### src/rtl/ddr3_pkg.sv
// Shared DDR3 Avalon-side definitions: bus widths, arbiter states and grant encodings.
// Imported by the arbiter and any future DDR3 user-side blocks.
package ddr3_pkg;

  localparam int DDR3_ADDR_W = 26;
  localparam int DDR3_DATA_W = 128;
  localparam int DDR3_SIZE_W = 3;

  typedef enum logic [1:0] {
    ARB_IDLE     = 2'd0,
    ARB_RD_CMD   = 2'd1,
    ARB_WR_BURST = 2'd2
  } arb_state_t;

  // Grant is {wr,rd} one-hot so it can be probed directly on a logic analyser
  localparam logic [1:0] GRANT_IDLE = 2'b00;
  localparam logic [1:0] GRANT_RD   = 2'b01;
  localparam logic [1:0] GRANT_WR   = 2'b10;

endpackage

### src/rtl/ddr3_avl_arbiter.sv
// Registered two-master arbiter for the single DDR3 Avalon-MM port: reads have priority,
// writes own the port for a whole burst, and a starvation limit bounds write latency.
module ddr3_avl_arbiter
  import ddr3_pkg::*;
#(
  parameter int ADDR_W          = DDR3_ADDR_W,
  parameter int DATA_W          = DDR3_DATA_W,
  parameter int SIZE_W          = DDR3_SIZE_W,
  parameter int WR_STARVE_LIMIT = 64
) (
  input  logic              ddr3_clk,
  input  logic              ddr3_reset_n,
  input  logic              rd_req,
  input  logic              rd_burstbegin,
  input  logic [SIZE_W-1:0] rd_size,
  input  logic [ADDR_W-1:0] rd_addr,
  output logic              rd_ready,
  input  logic              wr_req,
  input  logic              wr_burstbegin,
  input  logic [SIZE_W-1:0] wr_size,
  input  logic [ADDR_W-1:0] wr_addr,
  input  logic [DATA_W-1:0] wr_data,
  output logic              wr_ready,
  input  logic              avl_ready,
  output logic              avl_read_req,
  output logic              avl_write_req,
  output logic              avl_burstbegin,
  output logic [SIZE_W-1:0] avl_size,
  output logic [ADDR_W-1:0] avl_addr,
  output logic [DATA_W-1:0] avl_wr_data,
  output logic [1:0]        grant,
  output logic [15:0]       starve_events
);

  localparam logic [7:0] STARVE_LIMIT = 8'(WR_STARVE_LIMIT);

  arb_state_t        r_state;
  arb_state_t        w_next_state;
  logic [SIZE_W-1:0] r_beat_cnt;
  logic [7:0]        r_starve_cnt;
  logic [15:0]       r_starve_events;

  logic w_starve_hit;
  logic w_wr_grant;
  logic w_wr_accept;

  assign w_starve_hit = wr_req && (r_starve_cnt >= STARVE_LIMIT);
  assign w_wr_grant   = (r_state == ARB_IDLE) && (w_next_state == ARB_WR_BURST);
  assign w_wr_accept  = (r_state == ARB_WR_BURST) && wr_req && avl_ready;

  always_ff @(posedge ddr3_clk or negedge ddr3_reset_n) begin
    if (!ddr3_reset_n) begin
      r_state <= ARB_IDLE;
    end else begin
      r_state <= w_next_state;
    end
  end

  // Every completed command returns through IDLE, giving a one-cycle re-arbitration bubble
  always_comb begin
    w_next_state = r_state;
    case (r_state)
      ARB_IDLE: begin
        if (w_starve_hit) begin
          w_next_state = ARB_WR_BURST;
        end else if (rd_req) begin
          w_next_state = ARB_RD_CMD;
        end else if (wr_req) begin
          w_next_state = ARB_WR_BURST;
        end
      end
      ARB_RD_CMD: begin
        if (!rd_req || avl_ready) begin
          w_next_state = ARB_IDLE;
        end
      end
      ARB_WR_BURST: begin
        if (w_wr_accept && (r_beat_cnt == SIZE_W'(1))) begin
          w_next_state = ARB_IDLE;
        end
      end
      default: w_next_state = ARB_IDLE;
    endcase
  end

  // A zero-length burst is treated as a single beat so the grant can never hang
  always_ff @(posedge ddr3_clk or negedge ddr3_reset_n) begin
    if (!ddr3_reset_n) begin
      r_beat_cnt <= '0;
    end else if (w_wr_grant) begin
      r_beat_cnt <= (wr_size == '0) ? SIZE_W'(1) : wr_size;
    end else if (w_wr_accept && (r_beat_cnt != '0)) begin
      r_beat_cnt <= r_beat_cnt - SIZE_W'(1);
    end
  end

  always_ff @(posedge ddr3_clk or negedge ddr3_reset_n) begin
    if (!ddr3_reset_n) begin
      r_starve_cnt <= '0;
    end else if (w_wr_grant) begin
      r_starve_cnt <= '0;
    end else if (wr_req && (r_state != ARB_WR_BURST) && (r_starve_cnt != 8'hFF)) begin
      r_starve_cnt <= r_starve_cnt + 8'd1;
    end
  end

  always_ff @(posedge ddr3_clk or negedge ddr3_reset_n) begin
    if (!ddr3_reset_n) begin
      r_starve_events <= '0;
    end else if ((r_state == ARB_IDLE) && w_starve_hit && (r_starve_events != 16'hFFFF)) begin
      r_starve_events <= r_starve_events + 16'd1;
    end
  end

  assign starve_events = r_starve_events;

  always_comb begin
    avl_read_req   = 1'b0;
    avl_write_req  = 1'b0;
    avl_burstbegin = 1'b0;
    avl_size       = '0;
    avl_addr       = '0;
    avl_wr_data    = '0;
    rd_ready       = 1'b0;
    wr_ready       = 1'b0;
    grant          = GRANT_IDLE;
    case (r_state)
      ARB_RD_CMD: begin
        avl_read_req   = rd_req;
        avl_burstbegin = rd_burstbegin;
        avl_size       = rd_size;
        avl_addr       = rd_addr;
        rd_ready       = avl_ready;
        grant          = GRANT_RD;
      end
      ARB_WR_BURST: begin
        avl_write_req  = wr_req;
        avl_burstbegin = wr_burstbegin;
        avl_size       = wr_size;
        avl_addr       = wr_addr;
        avl_wr_data    = wr_data;
        wr_ready       = avl_ready;
        grant          = GRANT_WR;
      end
      default: ;
    endcase
  end

endmodule

### config.mk
export PLATFORM = sky130hd
export DESIGN_NAME = ddr3_avl_arbiter
export DESIGN_NICKNAME = d
export VERILOG_FILES = /design/src/rtl/ddr3_pkg.sv /design/src/rtl/ddr3_avl_arbiter.sv
export SDC_FILE = /design/constraint.sdc
export NUM_CORES = 1
export LEC_CHECK = 0
export CAP_MARGIN = 40
export CORE_AREA = 2 2 145 147
export CTS_CLUSTER_SIZE = 40
export DETAILED_ROUTE_END_ITERATION = 6
export DIE_AREA = 0 0 147 149
export PLACE_DENSITY = 0.49
export SLEW_MARGIN = 10
export SYNTH_ARGS = -nofsm -noshare
export SYNTH_HDL_FRONTEND = slang
export SYNTH_SLANG_ARGS = --single-unit
export TNS_END_PERCENT = 100
### constraint.sdc
create_clock -name ddr3_clk -period 5.4 [get_ports ddr3_clk]
set_input_delay 1.08 -clock ddr3_clk [delete_from_list [all_inputs] [get_ports ddr3_clk]]
set_output_delay 1.08 -clock ddr3_clk [all_outputs]
set_load 0.005 [all_outputs]
# Yosys cells after proc, flatten, opt, wreduce, memory -nomap -nowiden
# Cells that the tools add are included.
[word_totals]
reg_bits = 29
in_bits = 193
output_inout_bits = 180
wordCells = 52
[op_classes]
n_addsub = 3
n_lt_le_gt_ge = 1
n_eq_ne = 7
mux = 20
n_reduce_logical = 17
[ops]
columns = ["operator", "n"]
rows = [
  ["128-bit 2-to-1 mux", 1],
  ["26-bit one-hot mux with 2 select lines", 1],
  ["16-bit by 1-bit adder with 16-bit output (second input constant)", 1],
  ["8-bit 2-to-1 mux", 2],
  ["16-bit != test (second input constant)", 1],
  ["1-bit logical AND", 10],
  ["2-bit 2-to-1 mux", 5],
  ["3-bit 2-to-1 mux", 3],
  ["8-bit by 1-bit adder with 8-bit output (second input constant)", 1],
  ["8-bit by 7-bit >= comparator with 1-bit output (second input constant)", 1],
  ["8-bit != test (second input constant)", 1],
  ["2-bit one-hot mux with 3 select lines", 1],
  ["3-bit one-hot mux with 2 select lines", 1],
  ["2-bit == test (second input constant)", 2],
  ["1-bit 2-to-1 mux", 4],
  ["2-bit one-hot mux with 2 select lines", 1],
  ["2-bit nonzero test", 2],
  ["3-bit by 1-bit == test with 1-bit output (second input constant)", 1],
  ["3-bit logical NOT", 1],
  ["3-bit nonzero test", 1],
  ["3-bit by 1-bit subtractor with 3-bit output (second input constant)", 1],
  ["2-bit by 1-bit == test with 1-bit output (second input constant)", 1],
  ["2-bit logical NOT", 1],
  ["2-bit != test (second input constant)", 1],
  ["other kinds (3)", 3],
]

# Logic depth before layout (Yosys ltp)
# Gate-level depths: netlist (run 1).
[logic_depth]
word_depth = 9
ltp_mapped = 8

# Worst setup path before layout (run 1)
# OpenSTA, ideal clock, no wires.
[synth_timing]
kind = "register to output"
start = "register r_state[0]"
end = "output avl_wr_data[127]"
t_arrival_ns = 1.626
required_time_ns = 4.320
slack_ns = 2.694
stages_incl_launch_ff = 7
path_cell_list = "dfrtp_1 > inv_1 > ha_1 > clkbuf_1 > clkbuf_1 > clkbuf_1 > and2_1"
[synth_via]
elab_chain_len = 2
[synth_rtl]
columns = ["element", "line_no", "text"]
rows = [
  ["from (decl)", "ddr3_avl_arbiter.sv:37", "arb_state_t r_state;"],
  ["from (signal assigned)", "ddr3_avl_arbiter.sv:55", "r_state <= w_next_state;"],
  ["2-bit == test", "ddr3_avl_arbiter.sv:127", "case (r_state)"],
  ["128-bit 2-to-1 mux", "ddr3_avl_arbiter.sv:127", ""],
  ["to (decl)", "ddr3_avl_arbiter.sv:30", "output logic [DATA_W-1:0] avl_wr_data,"],
]
# No other way between the ends.

# Worst setup path in the final report (run 1)
[layout_timing]
start = "input wr_req"
end = "output avl_write_req"
[layout_via]
elab_chain_len = 1
[layout_rtl]
columns = ["element", "line_no", "text"]
rows = [
  ["from (decl)", "ddr3_avl_arbiter.sv:18", "input logic wr_req,"],
  ["1-bit 2-to-1 mux", "ddr3_avl_arbiter.sv:127", ""],
  ["to (decl)", "ddr3_avl_arbiter.sv:26", "output logic avl_write_req,"],
]
# No other way between the ends.

==> summary.md, run 1 <==
| Metric | Value |
|---|---|
| VDD IR-drop max | between 100 and 150 uV |
| Crit Path Category | primary input to primary output |
| Max_cap viols | 0 |
| Largest net degree at the start of global routing | roughly 110 |
| Final Max Tran Viols | 0 |
| Largest cells by area after synthesis | and2_1, dfrtp_1, a22oi_1, nor2b_1, xnor2_1 |
| Hold Path Class | flop to flop |
| Startpoint Class | primary input |
| Initial drt markers | between 100 and 150 |
| Required @ worst endpoint | approximately 4.3 ns |
| Rows | between 50 and 60 |
| Routed Antenna Nets | 0 |
| Post-synthesis cell type count | 43 |
| Area Overhead vs Synth | 138% |
| Share of layout cells above drive strength 1 | 0.0271 |
| Syn Area/Cell | between 7 and 8 sq um |
| Clock Latency Late Sink | 0.27 ns |
| Post-route setup TNS | 0 ns |
| Rel. slew slack | 0.485 |
| Hold path startpoint | starve_events[12] |
| Fin crit share | 0.655 |
| All-layer global routing usage | 0.176 |
| Root Driver | clkbuf_16 |
| Resize count post-CTS | 0 |
| Synthesized flop and latch total | 29 |
| Final #Nets | 940 |
| Maximum root-to-sink buffer count | 2 |
| Clock Pin Slew Worst Setup and Hold Paths | ~0.050 ns |
| Yosys warns | 0 |
| Seq/Total Area, Yosys | 0.240 |
| Initial Util | 0.147 |
| Crit-path max cell delay | 0.68 ns |
| Cts hold-fix bufs | 0 |
| Most used cell, CP | clkdlybuf4s50_1 |
| PwrDens | between 200 and 300 nW/um^2 |
| Worst Setup End Kind | primary output |
| Initial antenna violation count | 7 |
| CTS Buf Count | 5 |
| Reg area | around 730 sq um |
| Die Y | about 150 microns |
| RR Startpoint | r_state[1] |
| Worst Setup SP | wr_req |
| Placed Instance Area | a little over 7000 sq um |
| Place WS | between 1.5 and 2 ns |
| Post-route cell area | between 7000 and 8000 sq um |
| Slowest-stage cell, CP | clkdlybuf4s50_1 |
| Cell Area, Synth | slightly above 3000 sq um |
| Fin. Hold Viols | 0 |
| Pleak | roughly 2.7 nW |
| Worst path top cell family by delay | buffers and inverters |
| Fill count | around 2.1k |
| Routed len/inst | 20.1 microns |
| Detail Placement HPWL | between 15,000 and 20,000 microns |
| Die area | 21,900 sq um |
| Finish-stage setup viols | 0 |
| Most frequent cells in the layout | clkdlybuf4s50_1, and2_1, nor2b_1, a22oi_1, dfrtp_1 |
| Post-Synthesis Cells | ~380 |
| Worst-path cell chain | clkdlybuf4s50_1 > and2_1 > clkdlybuf4s50_1 |
| Placeable Area | between 20,000 and 25,000 sq um |
| # DRC | 0 |
| Sink Count | 29 |
| # IOs | ~370 |
| Total Wirelength | 20,400 microns |
| Minimum clock period | around 3.5 ns |
| Fin util | 0.350 |
| Final Power | ~1.8 mW |
| Largest area contributor in the netlist | and2_1 |
| Run status | finished, final reports clean |
| Port Buffers | between 300 and 400 |
| First-pass GRT wire length | 28,600 microns |
| Final Non-Filler Cells | approximately 1k |
| Via density | a little over 4 |
| Remaining global-route overflow | 0 |
| Commonest non-fill, non-tap cell in the layout | clkdlybuf4s50_1 |
| Synth top area share | 0.273 |
| Synthesized net count | 584 |
| Setup bufs post-CTS | 0 |
| Asr flop ratio synth | 1.00 |
| Htree depth | 2 |
| Ys flop type | dfrtp_1 |
| Slew of the pin with the lowest slew margin | a little under 0.8 ns |
| Horiz. Die Dim | approximately 150 microns |
| Worst setup margin | between 1.5 and 2 ns |
| Met1 GRT Util | 0.183 |
| Number of global-route vias before repair | 4,400 |
| Dpl cells | between 1k and 1.5k |
| Critical path buffer and inverter count | 2 |
| RSZ-0062 raised after global routing | no |
| Met2 Track Usage GR | 0.340 |
| Fin Clk Skew | 0.00144 ns |
| FMAX | about 280 MHz |
| Number of synthesized flops with an enable pin | 0 |
| Data arrival time of the critical path | between 2 and 2.5 ns |
| Hold WS | 0.515 ns |
| GRT busiest layer | met2 |
| GP Congestion | 0.852 |
| Crit-path max FO | 9 |
| TritonCTS clock tree | yes |
| TritonRoute pass-1 iters | 4 |
| Flop2flop setup slack | roughly 2.7 ns |
| Via count | roughly 4.1k |
| Multi-input gate area | between 2000 and 2500 sq um |
| GRT met3 Usage | 0.0566 |
## path summary, 6_finish.rpt
kind	to	cells after the start
setup / recovery	avl_write_req	3
setup reg to reg	r_beat_cnt[1]	7
hold / removal	starve_events[12]	1
hold reg to reg	starve_events[12]	1
min in group asynchronous	starve_events[0]	2
max in group asynchronous	starve_events[5]	2
## kinds of logic (layout without fill, tap and decap cells)
| group | after synthesis | after routing | synth area share |
|---|---|---|---|
| buf+inv | 36 | 393 | 0.0510 |
| flops | 29 | 29 | 0.240 |
| compound gates | 59 | 59 | 0.149 |
| simple gates | 224 | 224 | 0.447 |
| fa+ha+maj | 10 | 10 | 0.0414 |
| mux | 5 | 5 | 0.0191 |
| xor+xnor | 18 | 18 | 0.0522 |
| other cells | 0 | 6 | 0 |
## power breakdown
part / switching, mW / leakage [nW] / internal (mW)
Combinational: 0.526 / 2.21 / 0.753
Clock: 0.0977 / 0.0707 / 0.169
Sequential: 0.0364 / 0.390 / 0.253
## cell type report
| cell class | count | share of cell area |
|---|---|---|
| Clock buffer | 6 | 0.0179 |
| Timing Repair Buffer | 378 | 0.527 |
| Multi-Input combinational cell | 316 | 0.299 |
| Antenna cell | 6 | 0.00209 |
| Clock inverter | 2 | 0.00139 |
| Inverter | 7 | 0.00365 |
| Tap cell | 275 | 0.0478 |
| Sequential cell | 29 | 0.101 |
## layer usage
| metal | share of wire | wire (microns) |
|---|---|---|
| met5 | 0 | 0 |
| met2 | 0.55 | 11300 |
| met4 | 0.019 | 389 |
| met3 | 0.077 | 1580 |
| met1 | 0.35 | 7180 |
## flip-flops by register name, summed over array words and instances (netlist names)
signal,count
r_beat_cnt,3
r_starve_cnt,8
r_state,2
starve_events,16
## Yosys cell counts, drive strengths merged (2+ instances only)
library cell,instances
a21oi,8
a22oi,30
and2,132
and3,2
and4,2
buf,5
clkbuf,24
dfrtp,29
ha,10
inv,7
mux2,3
mux2i,2
nand2,10
nand2b,2
nand3,11
nand4,7
nand4b,3
nor2,13
nor2b,32
nor3,2
nor4,2
o211ai,5
o21ai,8
or3,2
xnor2,16
xor2,2
No activity file was read; power rests on OpenSTA's default activity.
==> run 2: changes to the inputs <==
CORE_AREA = 2 2 146 148   (was 2 2 145 147)
DIE_AREA = 0 0 148 150   (was 0 0 147 149)
PLACE_DENSITY = 0.48   (was 0.49)
clock period = 3.55 ns   (was 5.4 ns; I/O delays follow)
==> summary.md, run 2 (synthesis results as in run 1) <==
| Metric | Value |
|---|---|
| Run status | finished, final reports clean |
| Place WS | 0.292 ns (-1.46 ns) |
| FMAX | ~300 MHz |
| Share of layout cells above drive strength 1 | 0.0310 (+0.00394) |
| Slew of the pin with the lowest slew margin | 0.708 ns (-0.0653 ns) |
| Hold Path Class | flop to flop |
| Hold WS | 0.514 ns (-0.000813 ns) |
| Resize count post-CTS | 0 (unchanged) |
| Die Y | 150 microns (+0.67%) |
| Remaining global-route overflow | 0 (unchanged) |
| Crit-path max cell delay | 0.51 ns (-0.17 ns) |
| Sink Count | 29 (unchanged) |
| Fin. Hold Viols | 0 (unchanged) |
| Commonest non-fill, non-tap cell in the layout | clkdlybuf4s50_1 |
| Die area | 22,200 sq um (+1.4%) |
| Crit-path max FO | 53 (+44) |
| Detail Placement HPWL | 17,200 microns (-0.74%) |
| # IOs | 373 (unchanged) |
| Most frequent cells in the layout | clkdlybuf4s50_1, and2_1, nor2b_1, a22oi_1, dfrtp_1 |
| Max reg flops | 16 (unchanged) |
| PwrDens | 392 nW/um^2 (+54%) |
| Largest net degree at the start of global routing | 54 (-50%) |
| All-layer global routing usage | 0.173 (-0.00298) |
| TritonRoute pass-1 iters | 4 (unchanged) |
| Port Buffers | 372 (unchanged) |
| Finish-stage setup viols | 0 (unchanged) |
| Slowest-stage cell, CP | clkdlybuf4s50_1 |
| Worst setup margin | 0.201 ns (-1.66 ns) |
| Final Max Tran Viols | 0 (unchanged) |
| Critical path buffer and inverter count | 3 (+1) |
| Placeable Area | 20,700 sq um (+0.65%) |
| CTS Buf Count | 5 (unchanged) |
| Number of global-route vias before repair | 4,283 (-2.7%) |
| Via density | 4.06 (-0.14%) |
| RR Startpoint | r_state[0] |
| Crit Path Category | flop to primary output |
| Worst Setup SP | r_state[0] |
| Via count | 4,128 (-0.34%) |
| Worst path top cell family by delay | buffers and inverters |
| First-pass GRT wire length | 28,400 microns (-0.77%) |
| Routed Antenna Nets | 0 (unchanged) |
| # DRC | 0 (unchanged) |
| Fin Clk Skew | 0.00395 ns (+0.00251 ns) |
| Required @ worst endpoint | 2.84 ns (-1.48 ns) |
| GP Congestion | 0.817 (-4.2%) |
| Initial antenna violation count | 1 (-6) |
| Horiz. Die Dim | 148 microns (+0.68%) |
| Minimum clock period | ~3.3 ns |
| Initial Util | 0.146 (-0.000942) |
| VDD IR-drop max | 162 uV (+50%) |
| RSZ-0062 raised after global routing | no |
| Worst Setup End Kind | primary output |
| TritonCTS clock tree | yes |
| Pleak | 2.69 nW (+0.51%) |
| Routed len/inst | 20.2 microns (+0.45%) |
| Worst-path cell chain | inv_1 > ha_4 > buf_4 > a22oi_1 > nor2b_1 > clkdlybuf4s50_1 |
| Rows | 53 (unchanged) |
| Startpoint Class | flop |
| Data arrival time of the critical path | 2.64 ns (+0.18 ns) |
| Rel. slew slack | 0.524 (+0.0392) |
| Max_cap viols | 0 (unchanged) |
| Initial drt markers | 149 (+39%) |
| Fin crit share | 0.943 |
| Final #Nets | 943 (+0.32%) |
| Total Wirelength | 20,500 microns (+0.25%) |
| Post-route setup TNS | 0 ns (unchanged) |
| Maximum root-to-sink buffer count | 2 (unchanged) |
| Htree depth | 2 (unchanged) |
| Area Overhead vs Synth | 139% |
| Clock Latency Late Sink | 0.27 ns (about the same) |
| Fill count | 2,158 (+0.65%) |
| Clock Pin Slew Worst Setup and Hold Paths | 0.05 ns (about the same) |
| Hold path startpoint | starve_events[3] |
| Root Driver | clkbuf_16 |
==> run 2: cell count changes in the layout (fill, tap and decap cells not counted), sizes merged <==
cell,before,now
buf,6,9
diode,6,1
==> run 2: power breakdown <==
| part | leakage [nW] | internal [mW] | switching, mW |
|---|---|---|---|
| combinational | 2.22 | 1.16 | 0.824 |
| sequential | 0.390 | 0.385 | 0.0604 |
| clock | 0.0706 | 0.257 | 0.143 |
==> run 2: final timing paths <==
path | end | depth (start not counted) | slack [ns]
min in group asynchronous | starve_events[15] | 2 | 0.84
setup / recovery | avl_addr[5] | 6 | 0.20
setup reg to reg | r_beat_cnt[1] | 6 | 1.07
hold reg to reg | starve_events[3] | 1 | 0.51
hold / removal | starve_events[3] | 1 | 0.51
max in group asynchronous | r_beat_cnt[1] | 2 | 2.43
==> run 2: worst reg2reg max path, delay by kind of cell (launching register included) <==
family | cells | cell delay, ns
multiplexers | 1 | 0.36
AO/OA/AOI/OAI | 2 | 0.68
buffers and inverters | 2 | 0.42
flip-flops | 1 | 0.44
adder cells (fa/ha/maj) | 1 | 0.46
==> run 2: routing by layer <==
layer,GRT usage,share of wire,up-vias
li1,-,-,1998
met1,0.185,0.36,1965
met2,0.342,0.56,159
met3,0.0546,0.073,6
met4,0.0152,0.0056,0
met5,0,0,-
==> run 2: final cells by class <==
type,instances,area (sq um),share of cell area
Antenna cell,1,2.50,0.000347
Clock buffer,6,129,0.0179
Clock inverter,2,10.0,0.00139
Inverter,7,26.3,0.00365
Multi-Input combinational cell,316,2150,0.299
Sequential cell,29,726,0.101
Tap cell,275,344,0.0477
Timing Repair Buffer,381,3820,0.530
==> run 2: what timing repair did <==
| action | CTS | global route |
|---|---|---|
| hold endpoints to repair | 0 | 0 |
| hold buffers | 0 | 0 |
| setup buffers | 1 | 0 |
| setup endpoints to repair | 3 | 0 |
==> run 2: stage by stage <==
stage          cells  power (mW)   util  cell area, sq um
2_1_floorplan    381        1.23      -              3020
3_3_place_gp    1007        2.41  0.341              7050
3_5_place_dp    1007        2.43  0.341              7050
4_1_cts         1016        2.88  0.348              7200
5_1_grt         1017        3.04  0.348              7210
6_report        1017        2.83  0.348              7210
==> run 3: changes to the inputs <==
SLEW_MARGIN = 20   (was 10)
==> results of run 3 <==
Final layout, timing and power as in run 2 (identical DEF).
